--- config.mk ---
export PLATFORM = sky130hd
export DESIGN_NAME = vga_mem_arbiter
export DESIGN_NICKNAME = d
export VERILOG_FILES = /design/src/rtl/vga_pkg.sv /design/src/rtl/vga_req_fifo.sv /design/src/rtl/vga_mem_arbiter.sv
export SDC_FILE = /design/constraint.sdc
export NUM_CORES = 1
export LEC_CHECK = 0
export ABC_CLOCK_PERIOD_IN_PS = 3900
export BUFFER_PORTS_ARGS = -buffer_cell sky130_fd_sc_hd__buf_2
export CORE_MARGIN = 2
export CORE_UTILIZATION = 35
export CTS_BUF_LIST = sky130_fd_sc_hd__clkbuf_4 sky130_fd_sc_hd__clkbuf_8 sky130_fd_sc_hd__clkbuf_16
export CTS_CLUSTER_DIAMETER = 200
export DETAILED_ROUTE_END_ITERATION = 16
export PLACE_DENSITY = 0.6
export SETUP_SLACK_MARGIN = 0.05
export SLEW_MARGIN = 20
export SYNTH_ARGS = -nofsm -noshare
export SYNTH_HDL_FRONTEND = slang
export SYNTH_SLANG_ARGS = --single-unit
--- constraint.sdc ---
create_clock -name clk_i -period 3.9 [get_ports clk_i]
set_clock_uncertainty 0.15 [all_clocks]
set_input_delay 0.78 -clock clk_i [delete_from_list [all_inputs] [get_ports clk_i]]
set_output_delay 0.78 -clock clk_i [all_outputs]
set_load 0.05 [all_outputs]
--- src/rtl/vga_pkg.sv ---
// Shared widths and the one-hot issue-type encoding for the VGA memory arbiter.
package vga_pkg;

    localparam int VGA_AW = 12;
    localparam int VGA_DW = 16;

    // Registered record of which access owns the RAM read port this cycle.
    typedef enum logic [3:0] {
        ISS_NONE    = 4'b0001,
        ISS_DISP_RD = 4'b0010,
        ISS_CPU_RD  = 4'b0100,
        ISS_CPU_WR  = 4'b1000
    } iss_e;

endpackage

--- src/rtl/vga_req_fifo.sv ---
// Small synchronous FIFO holding queued CPU requests ahead of the RAM port.
module vga_req_fifo #(
    parameter int W     = 29,
    parameter int DEPTH = 2
) (
    input  logic         clk_i,
    input  logic         rstn_i,
    input  logic         push_i,
    input  logic [W-1:0] data_i,
    input  logic         pop_i,
    output logic [W-1:0] head_o,
    output logic         full_o,
    output logic         empty_o
);

    localparam int PW = (DEPTH > 1) ? $clog2(DEPTH) : 1;
    localparam int CW = $clog2(DEPTH + 1);

    logic [W-1:0]  mem_q [DEPTH];
    logic [PW-1:0] wr_ptr_q, wr_ptr_d;
    logic [PW-1:0] rd_ptr_q, rd_ptr_d;
    logic [CW-1:0] count_q, count_d;
    logic          push_ok, pop_ok;

    assign full_o  = (count_q == CW'(DEPTH));
    assign empty_o = (count_q == '0);
    assign head_o  = mem_q[rd_ptr_q];

    assign push_ok = push_i && !full_o;
    assign pop_ok  = pop_i && !empty_o;

    always_comb begin
        wr_ptr_d = wr_ptr_q;
        rd_ptr_d = rd_ptr_q;
        count_d  = count_q;
        if (push_ok) wr_ptr_d = (wr_ptr_q == PW'(DEPTH - 1)) ? '0 : wr_ptr_q + 1'b1;
        if (pop_ok)  rd_ptr_d = (rd_ptr_q == PW'(DEPTH - 1)) ? '0 : rd_ptr_q + 1'b1;
        case ({push_ok, pop_ok})
            2'b10:   count_d = count_q + 1'b1;
            2'b01:   count_d = count_q - 1'b1;
            default: count_d = count_q;
        endcase
    end

    always_ff @(posedge clk_i) begin
        if (!rstn_i) begin
            wr_ptr_q <= '0;
            rd_ptr_q <= '0;
            count_q  <= '0;
        end else begin
            wr_ptr_q <= wr_ptr_d;
            rd_ptr_q <= rd_ptr_d;
            count_q  <= count_d;
        end
    end

    // Storage is not reset; occupancy alone decides what is valid.
    always_ff @(posedge clk_i) begin
        if (push_ok) mem_q[wr_ptr_q] <= data_i;
    end

endmodule

--- src/rtl/vga_mem_arbiter.sv ---
// Single-port video RAM arbiter: display fetches always win, CPU requests queue
// in a FIFO and drain in order on free cycles, with a starvation flag.
module vga_mem_arbiter
    import vga_pkg::*;
#(
    parameter int AW           = VGA_AW,
    parameter int DW           = VGA_DW,
    parameter int DEPTH        = 2,
    parameter int BLANK_ONLY   = 0,
    parameter int STARVE_LIMIT = 800
) (
    input  logic          clk_i,
    input  logic          rstn_i,
    input  logic          activevideo_i,
    input  logic          fetch_req_i,
    input  logic [AW-1:0] fetch_addr_i,
    output logic          fetch_valid_o,
    output logic [DW-1:0] fetch_data_o,
    input  logic          cpu_req_i,
    input  logic          cpu_we_i,
    input  logic [AW-1:0] cpu_addr_i,
    input  logic [DW-1:0] cpu_wdata_i,
    output logic          cpu_ready_o,
    output logic          cpu_rvalid_o,
    output logic [DW-1:0] cpu_rdata_o,
    output logic          mem_en_o,
    output logic          mem_we_o,
    output logic [AW-1:0] mem_addr_o,
    output logic [DW-1:0] mem_wdata_o,
    input  logic [DW-1:0] mem_rdata_i,
    output logic          starve_o
);

    localparam int EW = 1 + AW + DW;
    localparam int SW = $clog2(STARVE_LIMIT + 1);

    logic [EW-1:0] head;
    logic          fifo_full, fifo_empty;
    logic          cpu_issue;
    logic          head_we;
    logic [AW-1:0] head_addr;
    logic [DW-1:0] head_wdata;
    iss_e          iss_q, iss_d;
    logic [SW-1:0] starve_q, starve_d;

    vga_req_fifo #(
        .W     (EW),
        .DEPTH (DEPTH)
    ) u_fifo (
        .clk_i   (clk_i),
        .rstn_i  (rstn_i),
        .push_i  (cpu_req_i),
        .data_i  ({cpu_we_i, cpu_addr_i, cpu_wdata_i}),
        .pop_i   (cpu_issue),
        .head_o  (head),
        .full_o  (fifo_full),
        .empty_o (fifo_empty)
    );

    assign head_we    = head[EW-1];
    assign head_addr  = head[EW-2 -: AW];
    assign head_wdata = head[DW-1:0];

    // Ready comes only from registered occupancy, so a same-cycle pop never frees a slot.
    assign cpu_ready_o = !fifo_full;

    always_comb begin
        mem_en_o    = 1'b0;
        mem_we_o    = 1'b0;
        mem_addr_o  = '0;
        mem_wdata_o = '0;
        cpu_issue   = 1'b0;
        iss_d       = ISS_NONE;
        if (fetch_req_i) begin
            mem_en_o   = 1'b1;
            mem_addr_o = fetch_addr_i;
            iss_d      = ISS_DISP_RD;
        end else if (!fifo_empty && ((BLANK_ONLY == 0) || !activevideo_i)) begin
            cpu_issue   = 1'b1;
            mem_en_o    = 1'b1;
            mem_we_o    = head_we;
            mem_addr_o  = head_addr;
            mem_wdata_o = head_we ? head_wdata : '0;
            iss_d       = head_we ? ISS_CPU_WR : ISS_CPU_RD;
        end
    end

    always_comb begin
        starve_d = starve_q;
        if (fifo_empty || cpu_issue)
            starve_d = '0;
        else if (starve_q != SW'(STARVE_LIMIT))
            starve_d = starve_q + 1'b1;
    end

    always_ff @(posedge clk_i) begin
        if (!rstn_i) begin
            iss_q    <= ISS_NONE;
            starve_q <= '0;
        end else begin
            iss_q    <= iss_d;
            starve_q <= starve_d;
        end
    end

    assign fetch_valid_o = (iss_q == ISS_DISP_RD);
    assign fetch_data_o  = fetch_valid_o ? mem_rdata_i : '0;
    assign cpu_rvalid_o  = (iss_q == ISS_CPU_RD);
    assign cpu_rdata_o   = cpu_rvalid_o ? mem_rdata_i : '0;
    assign starve_o      = (starve_q == SW'(STARVE_LIMIT));

endmodule

# Word level (Yosys, flattened, before mapping)
# Memory sizes are Yosys's and may differ from the RTL's. A register that Yosys moved wholly into a read port is not among the register bits.
# Cells that the tools add are included.
# op_classes
n_addsub	5
mul	0
n_div	0
order_cmp	0
n_eq_ne	7
shifts	0
n_mux	22
bitwise_logic	1
reduce_logical	9
# ops
operator	count
two-way mux 16 bit	5
two-way mux 12 bit	2
two-way mux 1 bit	11
adder 10 x 1 -> 10 bit, second input constant	1
== test 10 bit, second input constant	1
inequality test 10 bit, second input constant	1
== test 2 bit, second input constant	2
== test 4 x 2 -> 1 bit, second input constant	1
== test 4 x 3 -> 1 bit, second input constant	1
two-way mux 2 bit	2
two-way mux 4 bit	1
case mux 2 bit (2 select lines)	1
OR reduction 3 bit	1
adder 1 bit, second input constant	2
adder 2 x 1 -> 2 bit, second input constant	1
== test 2 x 1 -> 1 bit, second input constant	1
logical AND 1 bit	2
zero test 1 bit	2
zero test 2 bit	1
nonzero test 2 bit	1
OR reduction 2 bit	1
subtractor 2 x 1 -> 2 bit, second input constant	1
logical OR 1 bit	1
NOT 1 bit	1
# totals
register_bits	18
latchBits	0
ram_bits	58
mem_bits_ro	0
input_bits	62
output_inout_bits	66
wordCells	51
memories	1
# mem_list
memory	depth	word_bits	rd	rd_ports_with_merged_regs	write_ports	line_no	rtl
u_fifo.mem_q	2	29	1	1	1	vga_req_fifo.sv:19	logic [W-1:0] mem_q [DEPTH];

# Depth between registers and ports, before layout
# Gate-level depths: netlist (run 1).
# logic_depth
ltp_word	6
ltp_mapped	7
depth_no_buf	6

# By module
# A second synthesis (run 1) with hierarchy kept.
# unflattened
hier_cells	257
hier_area_um2	3419.5
# by_module_without_submodules
module	instances	cells_per_inst	area_each_um2	seq_area_each_um2
vga_req_fifo	1	116	2319.7	1841.8
vga_mem_arbiter	1	141	1099.8	280.3

# Least setup slack after synthesis (run 1)
# Ideal clock, no wire load.
# synth_timing
path_kind	input port to output port
start	input fetch_req_i
end	output mem_addr_o[10]
arrival_time_ps	2410
required_time_ps	2970
slack_ps	560
path_stages	4
path_buffers	2
cell_sequence	clkbuf_1 -> o21bai_4 -> clkbuf_1 -> o21ai_0
# synth_between
elab_chain_len	1
# synth_rtl
item	line_no	rtl
from (decl)	vga_mem_arbiter.sv:15	input logic fetch_req_i,
two-way mux 12 bit	vga_mem_arbiter.sv:74	if (fetch_req_i) begin
to (decl)	vga_mem_arbiter.sv:28	output logic [AW-1:0] mem_addr_o,
# Every way passes these cells.

# Worst setup path in the final report (run 1)
# layout_timing
start	input fetch_req_i
end	output mem_wdata_o[5]
# layout_between
elab_chain_len	1
# layout_rtl
item	line_no	rtl
two-way mux 16 bit	vga_mem_arbiter.sv:74	
to (decl)	vga_mem_arbiter.sv:29	output logic [DW-1:0] mem_wdata_o,
# Every way passes these cells.

==> run metrics, run 1 <==
power density cells=around 570 mW/mm²; Non-Filler Instances=between 500 and 600; sequential fraction of the synthesis area=0.633; vias in the first global route=~2300; DIE AREA=a little over 0.01 mm²; M3 GR Usage=0.0486; share of cells above drive strength 1=0.388; clk buf depth=2; ys async rst share=0; total gr overflow=0; syn avg cell area=12.6 µm²; H-Tree Depth=3; Post CTS Setup Buffer Count=0; CTS Hold Buffers Added=0; Synth cell types=38; DR vias/cell=about 4.6; CTS tree=yes; TritonCTS Sinks=just under 80; cts repair resizes=0; largest net degree at the start of global routing=30; Yosys top cell by area=edfxtp_1; synth-to-layout area growth=28.7%; Setup CP Type=primary input to primary output; Slew HR=0.333; Cell Chain, Critical Path=buf_2 > o21bai_4 > or2_1 > nor2_1 > buf_2; Setup TNS Final=0 ns; critical path's largest stage delay=0.63 ns; CP endpoint kind=primary output; yosys warns=0; IO Port Bufs=approximately 130; Post-synth EDFFs=58; Starting Density=0.361; min Tclk post-route=between 3 and 4 ns; met1 usage=0.151; maximum vdd drop=0.294 mV; Mapped Nets=about 330; CTS buffer count=9; initial DRC count=75; CP max-delay cell=or2_1; Reg2Reg Launch Point=u_fifo.count_q[0]$_SDFFE_PN0P_; Synth top area share=0.520; Fillers=roughly 880; Hold EP=starve_q[9]$_SDFFE_PP0P_; crit path launch type=primary input; min-delay src=starve_q[9]$_SDFFE_PP0P_; core footprint=a little over 0.009 mm²; root buffer cell=clkbuf_8; Tcrit/Tclk final=0.843; gr busiest metal=met2; Post-DRT Antenna Nets=0; most used cell, CP=buf_2; Die W=102 µm; # setup viols final=0; Hold Vio Cnt, Final=0; dpl hpwl=just under 5 mm; antenna cells=0; DRT Pass-1 Iters=4; Vias=around 2400; DR DRC count=0; synthesized netlist cell count=between 200 and 300; initial antenna violation count=0; top post-synthesis cells by area=edfxtp_1, dfxtp_1, mux2i_1; r2r worst-path depth=4; clock latency on the worst-skew pair=between 0.3 and 0.4 ns; total of max-cap violations=0; Main synth FF type=edfxtp_1; RR Endpoint=u_fifo.mem_q[0][22]$_DFFE_PP_; first-pass GRT wire length=10.9 mm; Slew @ Worst Pin=roughly 1 ns; Leak=between 1.5 and 2 nW; Clock Pin Slew Worst Setup and Hold Paths=0.08 ns; DR WL/cell=13.1 µm; Die H=between 100 and 150 µm; Cell Rows=35; Post-Route WL=6.92 mm; IO Count=around 130; Worst Path Max Fanout=18; fin. max-slew vios=0; CP required=just under 3 ns; nets@finish=459; Critical Path AT=approximately 2.4 ns; status=finished, final reports clean; mapped cell area=between 0.003 and 0.004 mm²; met2 usage=0.238; register bit total from synthesis=77; worst hold path type=flip-flop to flip-flop; worst hold path cell count=2; R2R setup slack=between 1.5 and 2 ns; Fmax=0.304 GHz; placed insts=512; RSZ-0062 raised after global routing=no; gpl congestion=between 0.7 and 0.8; GRT Total Usage=0.138
-- placed cells by master, fill, tap and decap left out, types with 7 or more instances in the layout --
cell,n
buf_2,126
edfxtp_1,58
and2_1,33
mux2i_1,30
nor2_1,23
nand2_1,19
dfxtp_1,18
o21ai_0,16
clkbuf_8,9
inv_1,7
-- state kept, by name, summed over array words and instances (netlist names), named ones only --
register / count
u_fifo.mem_q: 58
starve_q: 10
iss_q: 4
u_fifo.count_q: 2
u_fifo.rd_ptr_q: 1
u_fifo.wr_ptr_q: 1
-- layout make-up --
type	count	area (µm²)	area share
clock buffer	9	124	0.0287
clock inverter	7	81.3	0.0189
timing repair buffer	130	661	0.153
multi-input combinational	169	1140	0.263
sequential	77	2120	0.492
tap	129	161	0.0374
inverter	7	26.3	0.00609
-- where the power goes --
part	leakage, nW	internal, mW	switching, mW
Combinational	1.03	0.234	0.565
Clock	0.101	0.304	0.306
Sequential	0.698	1.01	0.0538
-- per-stage QoR --
step	power (mW)	hold WS, ns	util	worst slack (ns)	area, µm²
floorplan	1.69	0.297	-	0.560	3350
global placement	1.88	0.314	0.442	0.600	4110
detailed placement	1.89	0.325	0.442	0.515	4110
CTS	2.51	0.337	0.465	0.516	4310
global route	2.60	0.353	0.465	0.425	4310
finish	2.47	0.332	0.465	0.612	4310
-- worst max-delay path by stage --
stage / slack [ns] / startpoint / depth (start not counted) / to
2_1_floorplan: 0.56 / fetch_req_i / 4 / mem_addr_o[10]
3_3_place_gp: 0.60 / fetch_req_i / 5 / mem_wdata_o[4]
5_1_grt: 0.42 / fetch_req_i / 5 / mem_wdata_o[5]
4_1_cts: 0.52 / fetch_req_i / 5 / mem_wdata_o[12]
3_5_place_dp: 0.51 / fetch_req_i / 5 / mem_wdata_o[12]
6_report: 0.61 / fetch_req_i / 5 / mem_wdata_o[5]
-- cell usage after synthesis, types with 2 or more instances --
master    instances
nand3_1           5
xor2_1            4
dfxtp_1          19
o31ai_1           2
a21oi_1           6
edfxtp_1         58
nand2_1          19
nor4b_2           2
and3_1            2
or3_2             2
and2_1           33
buf_2             5
inv_1             7
nor2_1           23
or3_1             4
mux2i_1          30
clkbuf_1          6
o21ai_0          16
or4_1             2
ha_1              3
-- metal layers --
metal | wire length, µm | part of all wire | vias up
met5 | 0 | 0 | -
met4 | 112 | 0.016 | 0
met3 | 685 | 0.099 | 9
met2 | 3370 | 0.49 | 101
met1 | 2760 | 0.40 | 1103
li1 | - | - | 1204
-- critical path, delay by kind of cell --
family | cells | cell delay (ns)
AND/OR/NAND/NOR | 2 | 0.75
buffers and inverters | 2 | 0.52
AO/OA/AOI/OAI | 1 | 0.28
-- logic make-up after synthesis --
kind of cell,share of synthesized area
flops,0.633
xor+xnor,0.0131
buf+inv,0.0276
mux,0.0930
compound gates,0.0553
simple gates,0.167
fa+ha+maj,0.0112
No activity file was read; power rests on OpenSTA's default activity.
==> run 2: changes to the inputs <==
--- a/config.mk
+++ b/config.mk
@@ -5,7 +5,7 @@
 export SDC_FILE = /design/constraint.sdc
 export NUM_CORES = 1
 export LEC_CHECK = 0
-export ABC_CLOCK_PERIOD_IN_PS = 3900
+export ABC_CLOCK_PERIOD_IN_PS = 3200
 export BUFFER_PORTS_ARGS = -buffer_cell sky130_fd_sc_hd__buf_2
 export CORE_MARGIN = 2
 export CORE_UTILIZATION = 35
==> constraint.sdc (replaced) <==
create_clock -name clk_i -period 3.2 [get_ports clk_i]
set_clock_uncertainty 0.15 [all_clocks]
set_input_delay 0.64 -clock clk_i [delete_from_list [all_inputs] [get_ports clk_i]]
set_output_delay 0.64 -clock clk_i [all_outputs]
set_load 0.05 [all_outputs]
==> run metrics, run 2 (synthesis results as in run 1) <==
status=finished, final reports clean; root buffer cell=clkbuf_8; Setup TNS Final=0 ns (unchanged); # setup viols final=0 (unchanged); Critical Path AT=2.11 ns (-0.25 ns); commonest non-fill, non-tap cell in the layout=buf_2; Hold EP=starve_q[9]$_SDFFE_PP0P_; clock latency on the worst-skew pair=0.34 ns (about the same); fin. max-slew vios=0 (unchanged); worst hold path cell count=2 (unchanged); Die H=102 µm (unchanged); vias in the first global route=2256 (-3.5%); Post-Route WL=6.87 mm (-0.75%); Clock Pin Slew Worst Setup and Hold Paths=0.08 ns (about the same); min-delay src=starve_q[9]$_SDFFE_PP0P_; total gr overflow=0 (unchanged); share of cells above drive strength 1=0.392 (+0.00305); Cell Rows=35 (unchanged); initial antenna violation count=0 (unchanged); Post CTS Setup Buffer Count=0 (unchanged); power density cells=695 mW/mm² (+21%); critical path's largest stage delay=0.65 ns (+0.02 ns); Die W=102 µm (unchanged); core footprint=0.00928 mm² (unchanged); dpl hpwl=4.83 mm (-1.4%); Cell Chain, Critical Path=o21bai_4 > or2_1 > nor2_1 > buf_2; nets@finish=461 (+0.44%); crit path launch type=flip-flop; DR DRC count=0 (unchanged); Post-DRT Antenna Nets=0 (unchanged); Hold Vio Cnt, Final=0 (unchanged); r2r worst-path depth=3 (-1); CTS Hold Buffers Added=0 (unchanged); first-pass GRT wire length=10.8 mm (-0.95%); IO Port Bufs=126 (unchanged); total of max-cap violations=0 (unchanged); antenna cells=0 (unchanged); CP endpoint kind=primary output; RR Endpoint=u_fifo.mem_q[1][18]$_DFFE_PP_; max reg flops=58 (unchanged); maximum vdd drop=0.357 mV (+21%); Vias=2416 (-0.041%); DR vias/cell=4.56 (-0.42%); Post-Place Cell Area=0.00412 mm² (+0.37%); worst hold path type=flip-flop to flip-flop; GRT Total Usage=0.136 (-0.00158); Leak=1.84 nW (+0.58%); initial DRC count=61 (-19%); clk buf depth=2 (unchanged); Slew @ Worst Pin=0.824 ns (-0.174 ns); fin area=0.00433 mm² (+0.35%); R2R setup slack=1.28 ns (-0.43 ns); Fmax=roughly 0.34 GHz; Starting Density=0.361 (unchanged); synth-to-layout area growth=29.2%; Tcrit/Tclk final=0.907; CTS tree=yes; IO Count=128 (unchanged); CP required=2.41 ns (-0.56 ns); Worst Path Max Fanout=18 (unchanged); gpl congestion=0.773 (+3.8%); TritonCTS Sinks=77 (unchanged); DIE AREA=0.0104 mm² (unchanged); top flop regs=u_fifo.mem_q (58), starve_q (10), iss_q (4); H-Tree Depth=3 (unchanged); Reg2Reg Launch Point=u_fifo.count_q[0]$_SDFFE_PN0P_; cts repair resizes=0 (unchanged); RSZ-0062 raised after global routing=no; largest net degree at the start of global routing=29 (-3.3%); Largest Register=u_fifo.mem_q; most frequent cells in the layout=buf_2, edfxtp_1, and2_1; CTS buffer count=9 (unchanged); DRT Pass-1 Iters=4 (unchanged); Slew HR=0.448 (+0.116); Setup CP Type=flip-flop to primary output; min Tclk post-route=slightly below 3 ns; DR WL/cell=13.0 µm (-1.1%); CP max-delay cell=or2_1
==> run 2: changes by cell type in the layout (fill, tap and decap cells not counted) <==
cell	before	now
buf_4	4	6
==> run 2: worst max-delay path by stage <==
stage / startpoint / end / slack [ns] / depth (start not counted)
2_1_floorplan: fetch_req_i / mem_addr_o[10] / 0.14 / 4
5_1_grt: u_fifo.count_q[0]$_SDFFE_PN0P_ / mem_wdata_o[14] / 0.09 / 4
3_3_place_gp: fetch_req_i / mem_wdata_o[10] / 0.39 / 5
3_5_place_dp: fetch_req_i / mem_wdata_o[8] / 0.33 / 5
6_report: u_fifo.count_q[1]$_SDFFE_PN0P_ / mem_wdata_o[8] / 0.30 / 4
4_1_cts: u_fifo.count_q[1]$_SDFFE_PN0P_ / mem_wdata_o[8] / 0.20 / 4
==> run 2: layer usage <==
| layer | GRT usage | share of wire | vias to the layer above |
|---|---|---|---|
| li1 | - | - | 1208 |
| met4 | 0.0462 | 0.0092 | 0 |
| met1 | 0.152 | 0.41 | 1100 |
| met2 | 0.238 | 0.49 | 102 |
| met3 | 0.0513 | 0.092 | 6 |
| met5 | 0 | 0 | - |
==> run 2: area by class of cell <==
cell class | count | area (µm²)
Clock inverter | 7 | 81.3
Sequential cell | 77 | 2120
Tap cell | 129 | 161
Multi-Input combinational cell | 169 | 1140
Fill cell | 905 | 4960
Inverter | 7 | 26.3
Timing Repair Buffer | 132 | 676
Clock buffer | 9 | 124
==> run 2: worst max-delay path, delay by kind of cell (launching register included) <==
family	cells	cell delay, ns
buffers and inverters	1	0.24
flip-flops	1	0.39
AO/OA/AOI/OAI	1	0.37
AND/OR/NAND/NOR	2	0.76
==> run 2: stage by stage <==
step	std cells	util	total power [mW]	hold WS [ns]	setup slack [ns]
3_3_place_gp	514	0.444	2.29	0.313	0.389
2_1_floorplan	266	-	2.06	0.297	0.140
4_1_cts	530	0.466	3.05	0.311	0.204
3_5_place_dp	514	0.444	2.31	0.319	0.334
6_report	530	0.466	3.01	0.327	0.298
5_1_grt	530	0.466	3.17	0.303	0.0898
==> run 2: power breakdown <==
part / internal [mW] / switching [mW]
sequential: 1.23 / 0.0637
combinational: 0.284 / 0.691
clock: 0.371 / 0.371
==> run 3: changes to the inputs <==
==> constraint.sdc (replaced) <==
create_clock -name clk_i -period 3.2 [get_ports clk_i]
set_clock_uncertainty 0.15 [all_clocks]
set_input_delay 0.32 -clock clk_i [delete_from_list [all_inputs] [get_ports clk_i]]
set_output_delay 0.32 -clock clk_i [all_outputs]
set_load 0.05 [all_outputs]
==> run metrics, run 3 (synthesis results as in run 1) <==
clock latency on the worst-skew pair=0.33 ns (about the same); share of cells above drive strength 1=0.373 (-0.0181); antenna cells=0 (unchanged); max reg flops=58 (unchanged); core footprint=0.00928 mm² (unchanged); fin area=0.00435 mm² (+0.61%); most frequent cells in the layout=buf_2, edfxtp_1, and2_1; Final Util=0.469 (+0.00283); Die H=102 µm (unchanged); Highest Signal Layer=met4; Fmax=0.382 GHz (+11%); dpl hpwl=4.78 mm (-0.98%); power density cells=663 mW/mm² (-4.5%); Non-Filler Instances=536 (+1.1%); Worst Path Max Fanout=18 (unchanged); Post-DRT Antenna Nets=0 (unchanged); Setup TNS Final=0 ns (unchanged); Die W=102 µm (unchanged); IO Port Bufs=126 (unchanged); CTS buffer count=9 (unchanged); Starting Density=0.361 (unchanged); Vias=2442 (+1.1%); Tcrit/Tclk final=0.818 (-0.0889); Post-Route WL=7.00 mm (+1.9%); root buffer cell=clkbuf_8; DR WL met3=633 µm (+0.48%); WL met1=2.94 mm (+4.7%); nets@finish=467 (+1.3%); fin. max-slew vios=0 (unchanged); initial antenna violation count=0 (unchanged); maximum vdd drop=0.434 mV (+22%); largest net degree at the start of global routing=30 (+3.4%); first-pass GRT wire length=10.6 mm (-1.2%); total gr overflow=0 (unchanged); worst hold slack=0.0241 ns (-0.303 ns); Met2 Routed Length=3.38 mm (+0.48%); Slew @ Worst Pin=0.994 ns (+0.170 ns); commonest non-fill, non-tap cell in the layout=buf_2; min Tclk post-route=2.62 ns (-0.284 ns); total of max-cap violations=0 (unchanged); Post-Place Cell Area=0.00410 mm² (-0.55%); Hold Vio Cnt, Final=0 (unchanged); TritonCTS Sinks=77 (unchanged); H-Tree Depth=3 (unchanged); top flop regs=u_fifo.mem_q (58), starve_q (10), iss_q (4); Slew HR=0.336 (-0.113); gpl congestion=0.759 (-1.8%); crit path launch type=flip-flop; clk buf depth=2 (unchanged); Leak=1.85 nW (+0.51%); RSZ-0062 raised after global routing=no; status=finished, final reports clean; Cell Rows=35 (unchanged); placed insts=511 (-0.58%); IO Count=128 (unchanged); vias in the first global route=2298 (+1.9%); DR vias/cell=4.56 (about the same); CTS tree=yes; DRT Pass-1 Iters=3 (-1); Critical Path AT=2.15 ns (+0.04 ns); CP endpoint kind=primary output; DR WL/cell=13.1 µm (+0.77%); DIE AREA=0.0104 mm² (unchanged); # setup viols final=0 (unchanged); synth-to-layout area growth=29.9%; Clock Pin Slew Worst Setup and Hold Paths=0.08 ns (about the same); Largest Register=u_fifo.mem_q; Setup CP Type=flip-flop to primary output; initial DRC count=85 (+39%); CP required=2.73 ns (+0.32 ns); DR DRC count=0 (unchanged); worst hold path type=primary input to flip-flop; GRT Total Usage=0.134 (-0.00207)
==> run 3: cell types whose count changed in the layout (fill, tap and decap cells not counted), sizes merged <==
cell,change
clkinv,+4
bufinv,-1
clkinvlp,-1
inv,-2
buf,-3
dlygate4sd3,+9
==> run 3: worst paths after layout <==
check	cells after the start	startpoint	end	slack (ns)
setup / recovery	4	u_fifo.count_q[1]$_SDFFE_PN0P_	mem_wdata_o[7]	0.58
hold reg to reg	2	starve_q[9]$_SDFFE_PP0P_	starve_q[9]$_SDFFE_PP0P_	0.35
setup reg to reg	5	u_fifo.count_q[1]$_SDFFE_PN0P_	u_fifo.count_q[1]$_SDFFE_PN0P_	1.27
hold / removal	1	cpu_wdata_i[9]	u_fifo.mem_q[0][9]$_DFFE_PP_	0.02
==> run 3: what timing repair did <==
item / CTS / global route
hold buffers: 3 / 6
setup buffers: 0 / 0
gates resized for setup: 0 / 0
setup endpoints to repair: 0 / 0
endpoints found under the hold margin: 6 / 11
==> run 3: metrics by stage <==
| step | setup WS, ns | power [mW] |
|---|---|---|
| floorplan | 0.763 | 2.06 |
| global placement | 0.811 | 2.29 |
| detailed placement | 0.669 | 2.30 |
| CTS | 0.471 | 2.92 |
| global route | 0.383 | 3.05 |
| finish | 0.583 | 2.89 |
==> run 3: report_power, final <==
part / leakage [nW] / internal [mW] / switching (mW) / total, mW
combinational: 1.07 / 0.289 / 0.692 / 0.981
sequential: 0.698 / 1.23 / 0.0640 / 1.29
clock: 0.0882 / 0.276 / 0.340 / 0.616
total: 1.85 / 1.79 / 1.10 / 2.89
==> run 3: metal layers <==
| layer | global-route usage | up-vias |
|---|---|---|
| li1 | - | 1220 |
| met1 | 0.142 | 1122 |
| met2 | 0.239 | 96 |
| met3 | 0.0575 | 4 |
| met4 | 0.0441 | 0 |
| met5 | 0 | - |
==> run 3: cell type report <==
type / count / area (µm²)
sequential: 77 / 2120
clock inverter: 7 / 40.0
timing repair buffer: 138 / 743
multi-input combinational: 169 / 1140
fill: 879 / 4930
tap: 129 / 161
inverter: 7 / 26.3
clock buffer: 9 / 124
==> run 3: critical path, cell delays in order (launching register included) <==
cell      delay (ns)
dfxtp_1         0.39
o21bai_4        0.36
or2_1           0.66
nor2_1          0.15
buf_2           0.25
